File: src/rtl/stack_alu.sv
// stack_alu: sequential ALU for the stack CPU's calc-store path.
// It takes the top two stack words (tos, nos) and produces a registered result with persistent carry/zero flags.
// MUL is a multi-cycle shift-add operation; every other opcode completes in one cycle.
module stack_alu #(
  parameter int WIDTH      = 4,
  parameter int MUL_CYCLES = 4
) (
  input  logic             clk,
  input  logic             rst,
  input  logic             start,
  input  logic [3:0]       opcode,
  input  logic [WIDTH-1:0] tos,
  input  logic [WIDTH-1:0] nos,
  output logic [WIDTH-1:0] result,
  output logic [WIDTH-1:0] result_hi,
  output logic             carry,
  output logic             zero,
  output logic             busy,
  output logic             done
);

  typedef enum logic {S_IDLE, S_MUL} state_t;

  typedef enum logic [3:0] {
    OP_ADD  = 4'h0, OP_ADDC = 4'h1, OP_SUB = 4'h2, OP_SUBC = 4'h3,
    OP_AND  = 4'h4, OP_OR   = 4'h5, OP_XOR = 4'h6, OP_NOT  = 4'h7,
    OP_SHL  = 4'h8, OP_SHR  = 4'h9, OP_ROL = 4'hA, OP_ROR  = 4'hB,
    OP_INC  = 4'hC, OP_DEC  = 4'hD, OP_CMP = 4'hE, OP_MUL  = 4'hF
  } op_t;

  localparam int CW = (MUL_CYCLES > 1) ? $clog2(MUL_CYCLES) : 1;

  state_t             state;
  logic [2*WIDTH-1:0] mcand;
  logic [2*WIDTH-1:0] acc;
  logic [2*WIDTH-1:0] acc_next;
  logic [WIDTH-1:0]   mplier;
  logic [CW-1:0]      cnt;

  logic [WIDTH:0]     sum;
  logic [WIDTH-1:0]   alu_r;
  logic               alu_c;
  logic               alu_z;
  logic               alu_upd;

  // Single-cycle datapath: result and flags for every opcode except MUL.
  always_comb begin
    sum     = '0;
    alu_r   = '0;
    alu_c   = carry;
    alu_z   = 1'b0;
    alu_upd = 1'b1;
    case (opcode)
      OP_ADD:  begin sum = {1'b0, nos} + {1'b0, tos};                        alu_r = sum[WIDTH-1:0]; alu_c = sum[WIDTH]; end
      OP_ADDC: begin sum = {1'b0, nos} + {1'b0, tos} + (WIDTH+1)'(carry);    alu_r = sum[WIDTH-1:0]; alu_c = sum[WIDTH]; end
      OP_SUB:  begin sum = {1'b0, nos} - {1'b0, tos};                        alu_r = sum[WIDTH-1:0]; alu_c = sum[WIDTH]; end
      OP_SUBC: begin sum = {1'b0, nos} - {1'b0, tos} - (WIDTH+1)'(carry);    alu_r = sum[WIDTH-1:0]; alu_c = sum[WIDTH]; end
      OP_AND:  alu_r = nos & tos;
      OP_OR:   alu_r = nos | tos;
      OP_XOR:  alu_r = nos ^ tos;
      OP_NOT:  alu_r = ~tos;
      OP_SHL:  begin alu_r = {tos[WIDTH-2:0], 1'b0};       alu_c = tos[WIDTH-1]; end
      OP_SHR:  begin alu_r = {1'b0, tos[WIDTH-1:1]};       alu_c = tos[0];       end
      OP_ROL:  begin alu_r = {tos[WIDTH-2:0], tos[WIDTH-1]}; alu_c = tos[WIDTH-1]; end
      OP_ROR:  begin alu_r = {tos[0], tos[WIDTH-1:1]};     alu_c = tos[0];       end
      OP_INC:  begin sum = {1'b0, tos} + (WIDTH+1)'(1); alu_r = sum[WIDTH-1:0]; alu_c = sum[WIDTH]; end
      OP_DEC:  begin sum = {1'b0, tos} - (WIDTH+1)'(1); alu_r = sum[WIDTH-1:0]; alu_c = sum[WIDTH]; end
      OP_CMP:  begin alu_upd = 1'b0; alu_c = (nos < tos); alu_z = (nos == tos); end
      default: alu_upd = 1'b0;
    endcase
    if (alu_upd) alu_z = (alu_r == '0);
  end

  // Shift-add step: the multiplicand and multiplier are pre-shifted, so only bit 0 of the multiplier is tested each cycle.
  always_comb begin
    acc_next = acc + (mplier[0] ? mcand : '0);
  end

  // Control FSM and all registered outputs.
  always_ff @(posedge clk) begin
    if (rst) begin
      state     <= S_IDLE;
      result    <= '0;
      result_hi <= '0;
      carry     <= 1'b0;
      zero      <= 1'b1;
      busy      <= 1'b0;
      done      <= 1'b0;
      mcand     <= '0;
      mplier    <= '0;
      acc       <= '0;
      cnt       <= '0;
    end else begin
      done <= 1'b0;
      case (state)
        S_IDLE: begin
          if (start) begin
            if (opcode == OP_MUL) begin
              mcand  <= {{WIDTH{1'b0}}, nos};
              mplier <= tos;
              acc    <= '0;
              cnt    <= '0;
              busy   <= 1'b1;
              state  <= S_MUL;
            end else begin
              if (alu_upd) begin
                result    <= alu_r;
                result_hi <= '0;
              end
              carry <= alu_c;
              zero  <= alu_z;
              done  <= 1'b1;
            end
          end
        end
        S_MUL: begin
          acc    <= acc_next;
          mcand  <= mcand << 1;
          mplier <= mplier >> 1;
          cnt    <= cnt + 1'b1;
          if (cnt == CW'(MUL_CYCLES - 1)) begin
            result    <= acc_next[WIDTH-1:0];
            result_hi <= acc_next[2*WIDTH-1:WIDTH];
            carry     <= |acc_next[2*WIDTH-1:WIDTH];
            zero      <= (acc_next == '0);
            busy      <= 1'b0;
            done      <= 1'b1;
            state     <= S_IDLE;
          end
        end
        default: state <= S_IDLE;
      endcase
    end
  end

endmodule

File: config.mk
export PLATFORM = sky130hd
export DESIGN_NAME = stack_alu
export DESIGN_NICKNAME = d
export VERILOG_FILES = /design/src/rtl/stack_alu.sv
export SDC_FILE = /design/constraint.sdc
export NUM_CORES = 1
export LEC_CHECK = 0
export ABC_AREA = 1
export BUFFER_PORTS_ARGS = -buffer_cell sky130_fd_sc_hd__clkbuf_2
export CAP_MARGIN = 20
export CORE_UTILIZATION = 48
export CTS_CLUSTER_SIZE = 40
export DETAILED_ROUTE_END_ITERATION = 16
export GPL_TIMING_DRIVEN = 1
export PLACE_DENSITY_LB_ADDON = 0.1
export SYNTH_ARGS = -nofsm -noshare
export SYNTH_HDL_FRONTEND = slang
export SYNTH_SLANG_ARGS = --single-unit
File: constraint.sdc
create_clock -name clk -period 2 [get_ports clk]
set_input_delay 0.1 -clock clk [delete_from_list [all_inputs] [get_ports clk]]
set_output_delay 0.1 -clock clk [all_outputs]
set_load 0.005 [all_outputs]
==> results of run 1 <==
[area by class of cell]
type	instances	share of cell area, %
clock inverters	2	0.969
well taps	72	2.49
multi-input cells	361	56.2
repair buffers	71	13.2
flip-flops and latches	35	19.5
inverters	51	5.29
clock buffers	6	2.28
[cells in the final DEF, fill, tap and decap left out, types with 4 or more instances in the layout]
cell type	n
a21oi_2	6
nand4_1	9
o21ai_0	23
nand2_1	133
nand2_2	8
nand3_1	38
a31oi_1	6
a21oi_1	31
nor2_1	47
buf_4	42
inv_2	6
dfxtp_1	34
inv_1	45
a22oi_1	4
clkbuf_2	25
clkbuf_8	6
xor2_1	5
ha_4	6
ha_1	18
[routing by layer]
layer  up-vias  GRT usage [%]  share of wire [%]
met5         -              0                  0
met4         0           4.18               0.75
met3         9           4.71                7.1
met2       136           43.6                 42
met1      1506           44.7                 50
li1       1643              -                  -
[sequential cells by signal, indices dropped and copies added (netlist names), 2 cells and up]
name / count
acc: 8
mcand: 8
mplier: 4
result: 4
result_hi: 4
cnt: 2
[metrics by stage]
stage	std cells	TNS [ps]
3_3_place_gp	586	-521
6_report	598	0
4_1_cts	594	0
3_5_place_dp	586	-555
2_1_floorplan	459	0
5_1_grt	598	-148
[report_power, final]
group          total [uW]  switching [uW]  internal (uW)
logic                 438             274            164
clock network         661             258            403
registers             730            13.4            717
[cell families after synthesis]
group                      count (synthesis)  share of synthesized area [%]
DFF                                       35                           24.7
and+or+nand+nor                          251                           36.8
AOI/OAI and AO/OA                         76                           14.7
adders and majority gates                 29                           13.6
xor gates and xnor gates                   5                           1.55
buffers and inverters                     63                           8.70
[critical path, delay by kind of cell (launching register included)]
kind                       cells  cell delay (ps)
AOI/OAI and AO/OA              1               70
DFF                            1              360
adders and majority gates      1              290
buffers and inverters          2              170
and+or+nand+nor               10              960
[timing repair]
item | CTS | global route
endpoints found under the hold margin | 0 | 0
pin swaps | 0 | 29
gates resized for setup | 4 | 38
setup buffers | 0 | 4
setup endpoints to repair | 2 | 3
[final timing paths]
kind                                 from        to  slack [ps]  cells past startpoint
worst max-delay path            mplier[0]     carry          50                     14
worst min-delay path               nos[3]  mcand[3]         130                      3
worst max register to register  mplier[0]     carry          50                     14
worst min register to register   mcand[7]  mcand[7]         470                      2
==> impl_metrics.tcl, run 1 <==
set metrics [dict create \
    hold_slack_ps 131 \
    cts_tree "yes" \
    cp.required_ps 2170 \
    rows 27 \
    pin_count 27 \
    synth.top_cell.area_share_pct 24.7 \
    postCtsHoldBufs 0 \
    finalHoldViolCount 0 \
    finalWorstSetupSlack_ps 51.5 \
    synth_seq_cells 35 \
    crit_fanout 6 \
    gp_congestion 0.971 \
    hold_path.class "input port to flip-flop" \
    postPlaceCellArea_um2 3320 \
    fin_skew_ps 5.83 \
    min_period_over_period_pct 97.4 \
    port-buffer-count 26 \
    fmax_mhz 513 \
    area_growth_pct 27.6 \
    drc 0 \
    slew_violations 0 \
    cts_max_level 2 \
    syn_inst 459 \
    die_w_um 78.8 \
    cts_sinks 35 \
    synth.area.top_cells "dfxtp_1, nand2_1, ha_1" \
    setup_viol 0 \
    ir_drop_mv 0.551 \
    synth-edff-count 0 \
    grt_usage_pct 29.3 \
    dieHeight_um 78.8 \
    clk_pin_slew_ps 70 \
    vias_per_cell 5.51 \
    dp_hpwl_um 6670 \
    arrival_ps 2120 \
    synth_commonest_cells "nand2_1, inv_1, nor2_1" \
    synth_area_um2 2830 \
    syn_avg_cell_area_um2 6.17 \
    dieArea_um2 6220 \
    nNetsFinal 569 \
    post-route-cell-area_um2 3620 \
    cts_buffers 5 \
    min_period_ps 1950 \
    path_class "flip-flop to flip-flop" \
    cts_root_buf "clkbuf_8" \
    crit_path_end_kind "flip-flop" \
    multiInputGateArea_um2 2030 \
    clkLatencyLatePin_ps 290 \
    finalCoreUtilization_pct 64.5 \
    antenna_cells 0 \
    fillers 552 \
    cts.path.max_buffers 2 \
    grt_pass1_wl_um 14000 \
    power_uw 1830 \
    tightest_slew_ps 532 \
    outcome "finished, final reports clean" \
    first_iter_violations 279 \
    ant_nets 0 \
    synth_nets 503 \
    crit_path_cell_trace "buf_6, nand2_1, inv_2, ha_4, nand2_2, or2_4, nand3_2, nand2_2, nand2_1, nand2_1, nor2_2, nand2_1, nand3_1, a21oi_1" \
    routed_wl_um 8790 \
    max_cap_violations 0 \
    start_kind "flip-flop" \
    antenna_found_initial 0 \
    slowest_delay_ps 360 \
    yosysSeqAreaShare_pct 24.7 \
    regArea_um2 704 \
    synth_warnings 0 \
    drive_above_1_share_pct 22.8 \
    async_reset_ff_share_pct 0 \
    first_global_vias 2860 \
    initial_utilization_pct 50.5 \
    yosysUniqueCellTypes 25 \
    ys.flop_type "dfxtp_1" \
    synth_most_common_cell "nand2_1" \
    dp_worst_setup_slack_ps -164 \
    slew_headroom_pct 64.4 \
    grt_max_degree 25 \
    cp_common_cell "nand2_1" \
    power_density_nw_per_um2 506 \
    critPathSlowestCell "dfxtp_4" \
    rsz0062_at_grt "yes" \
    firstDrtPassIters 5 \
    wl_per_cell_um 14.7 \
    vias 3294 \
    design.core.area_um2 5610 \
    synth_top_area_cell "dfxtp_1" \
    grt.overflow.total 0 \
    static-leakage-power_uw 0.00180 \
]
(Power assumes the default switching activity.)
==> run 2, diff against run 1 <==
ABC_AREA = unset   (was 1)
==> impl_metrics.tcl, run 2 <==
set metrics [dict create \
    grt_usage_pct 30.0 \
    setup_viol 10 \
    crit_family "compound AO/OA/AOI/OAI gates" \
    slowest_delay_ps 420 \
    use_met3_pct 6.17 \
    min_period_over_period_pct 116 \
    area_growth_pct 49.2 \
    crit_start "tos[2]" \
    cp.depth 10 \
    crit_fanout 3 \
    nNetsFinal 511 \
    synth_most_common_cell "nor2_1" \
    arrival_ps 2530 \
    final_cells 540 \
    gp_congestion 1.00 \
    hold_slack_ps 214 \
    ant_nets 0 \
    wl_per_cell_um 17.3 \
    finalHoldViolCount 0 \
    violations "setup timing" \
    dp_hpwl_um 6510 \
    multiInputGateArea_um2 2390 \
    synth_nets 403 \
    yosysSeqAreaShare_pct 24.2 \
    grt_max_degree 28 \
    grt_pass1_wl_um 14600 \
    final_cell_mix "buf_4, nor2_1, dfxtp_1" \
    tightest_slew_ps 485 \
    clk_pin_slew_ps 80 \
    drive_above_1_share_pct 42.5 \
    use_met1_pct 43.2 \
    min_period_ps 2310 \
    gr-usage-met2_pct 46.4 \
    critPathSlowestCell "o41a_1" \
    dp_worst_setup_slack_ps -693 \
    ir_drop_mv 0.482 \
    r2r_cells 11 \
    cts_sinks 35 \
    biggestRegsByFlops "acc: 8 flops, mcand: 8 flops" \
    path_class "input port to flip-flop" \
    start_kind "input port" \
    fillers 410 \
    dieArea_um2 6360 \
    yosysUniqueCellTypes 66 \
    cts_buffers 5 \
    crit_path_end_kind "flip-flop" \
    fmax_mhz 432 \
    critical_path_buf_inv_count 2 \
    reg2reg_slack_ps -300 \
    pin_count 27 \
    synth-edff-count 0 \
    vias 3141 \
    first_iter_violations 261 \
    syn_avg_cell_area_um2 8.08 \
    cts_root_buf "clkbuf_8" \
    synth_top_area_cell "dfxtp_1" \
    dieHeight_um 79.7 \
    synth.area.top_cells "dfxtp_1, ha_1, a21oi_1" \
    port-buffer-count 26 \
    post-route-cell-area_um2 4330 \
    routed_wl_um 9340 \
    grt.overflow.total 0 \
    ys.flop_type "dfxtp_1" \
    finalCoreUtilization_pct 76.3 \
    cts_tree "yes" \
    power_density_nw_per_um2 473 \
    vias_per_cell 5.82 \
    clkLatencyLatePin_ps 300 \
    hold_path.class "input port to flip-flop" \
    crit_end "zero" \
    synth_area_um2 2900 \
    cts.path.max_buffers 2 \
    postCtsHoldBufs 0 \
    max_cap_violations 0 \
    fin_skew_ps 11.1 \
    outcome "finished, violations left" \
    syn_inst 359 \
    finalWorstSetupSlack_ps -313 \
    layout_commonest_cell "buf_4" \
    synth_seq_cells 35 \
    synth_warnings 0 \
    cts_max_level 2 \
    antenna_cells 0 \
    first_global_vias 2908 \
    rsz0062_at_grt "yes" \
    async_reset_ff_share_pct 0 \
    slew_headroom_pct 67.7 \
    firstDrtPassIters 5 \
    drc 0 \
    static-leakage-power_uw 0.00190 \
    crit_path_cell_trace "clkbuf_2, inv_2, ha_4, and2b_4, or3_4, xnor3_1, a22o_1, a211o_1, o41a_1, a211oi_2" \
    regArea_um2 706 \
    cp.required_ps 2220 \
    r2r_start "mplier[0]" \
    rr_endpoint "zero" \
    place_inst 519 \
    initial_utilization_pct 51.1 \
    design.core.area_um2 5680 \
    synth.top_cell.area_share_pct 24.2 \
    postPlaceCellArea_um2 3750 \
    slew_violations 0 \
    synth_commonest_cells "nor2_1, dfxtp_1, nand2_1" \
    grt-busiest-layer "met2" \
    antenna_found_initial 0 \
    die_w_um 79.7 \
    rows 27 \
]
-- run 2: what timing repair did --
item                                    CTS  global route
pin swaps                                39            16
buffers inserted                         14             4
cloned                                    0             0
gates resized for setup                  54            16
endpoints found under the setup margin    9            13
hold endpoints to repair                  0             0
-- run 2: through the flow --
stage	total power [uW]	setup TNS (ps)
2_1_floorplan	1100	-433
3_3_place_gp	1340	-2570
3_5_place_dp	1350	-2830
4_1_cts	2030	-676
5_1_grt	2150	-2400
6_report	2050	-1630
-- run 2: tightest hold or removal path, stage by stage --
cell       delay (ps)
clkbuf_16         130
buf_4             100
a22oi_1            50
nor2_1             90
-- run 2: cell families after synthesis --
group	Yosys count	synth area share (%)
xor gates and xnor gates	21	8.24
muxes	6	2.07
and+or+nand+nor	130	22.6
DFF	35	24.2
AOI/OAI and AO/OA	99	24.0
adders and majority gates	29	13.3
buffers and inverters	39	5.61
-- run 2: worst min path at each step --
stage	cells after the start	end	start
finish	4	mcand[0]	nos[0]
CTS	4	mplier[0]	tos[0]
global placement	2	result_hi[1]	result_hi[1]
floorplan	2	mcand[0]	nos[0]
global route	4	mcand[2]	nos[2]
detailed placement	2	result_hi[0]	result_hi[0]
-- run 2: per-layer routing --
layer | up-vias | share of wire, %
li1 | 1510 | -
met1 | 1479 | 46
met2 | 129 | 45
met3 | 23 | 7.1
met4 | 0 | 1.4
met5 | - | 0
-- run 2: power breakdown --
group          switching (uW)  internal [uW]
Clock                     275            371
Combinational             330            346
Sequential               13.8            713
-- run 2: area by class of cell --
class,count,area share (%)
well taps,72,2.08
flip-flops and latches,35,16.3
clock buffers,5,1.59
multi-input cells,285,55.3
inverters,17,1.82
clock inverters,3,1.01
repair buffers,123,21.9
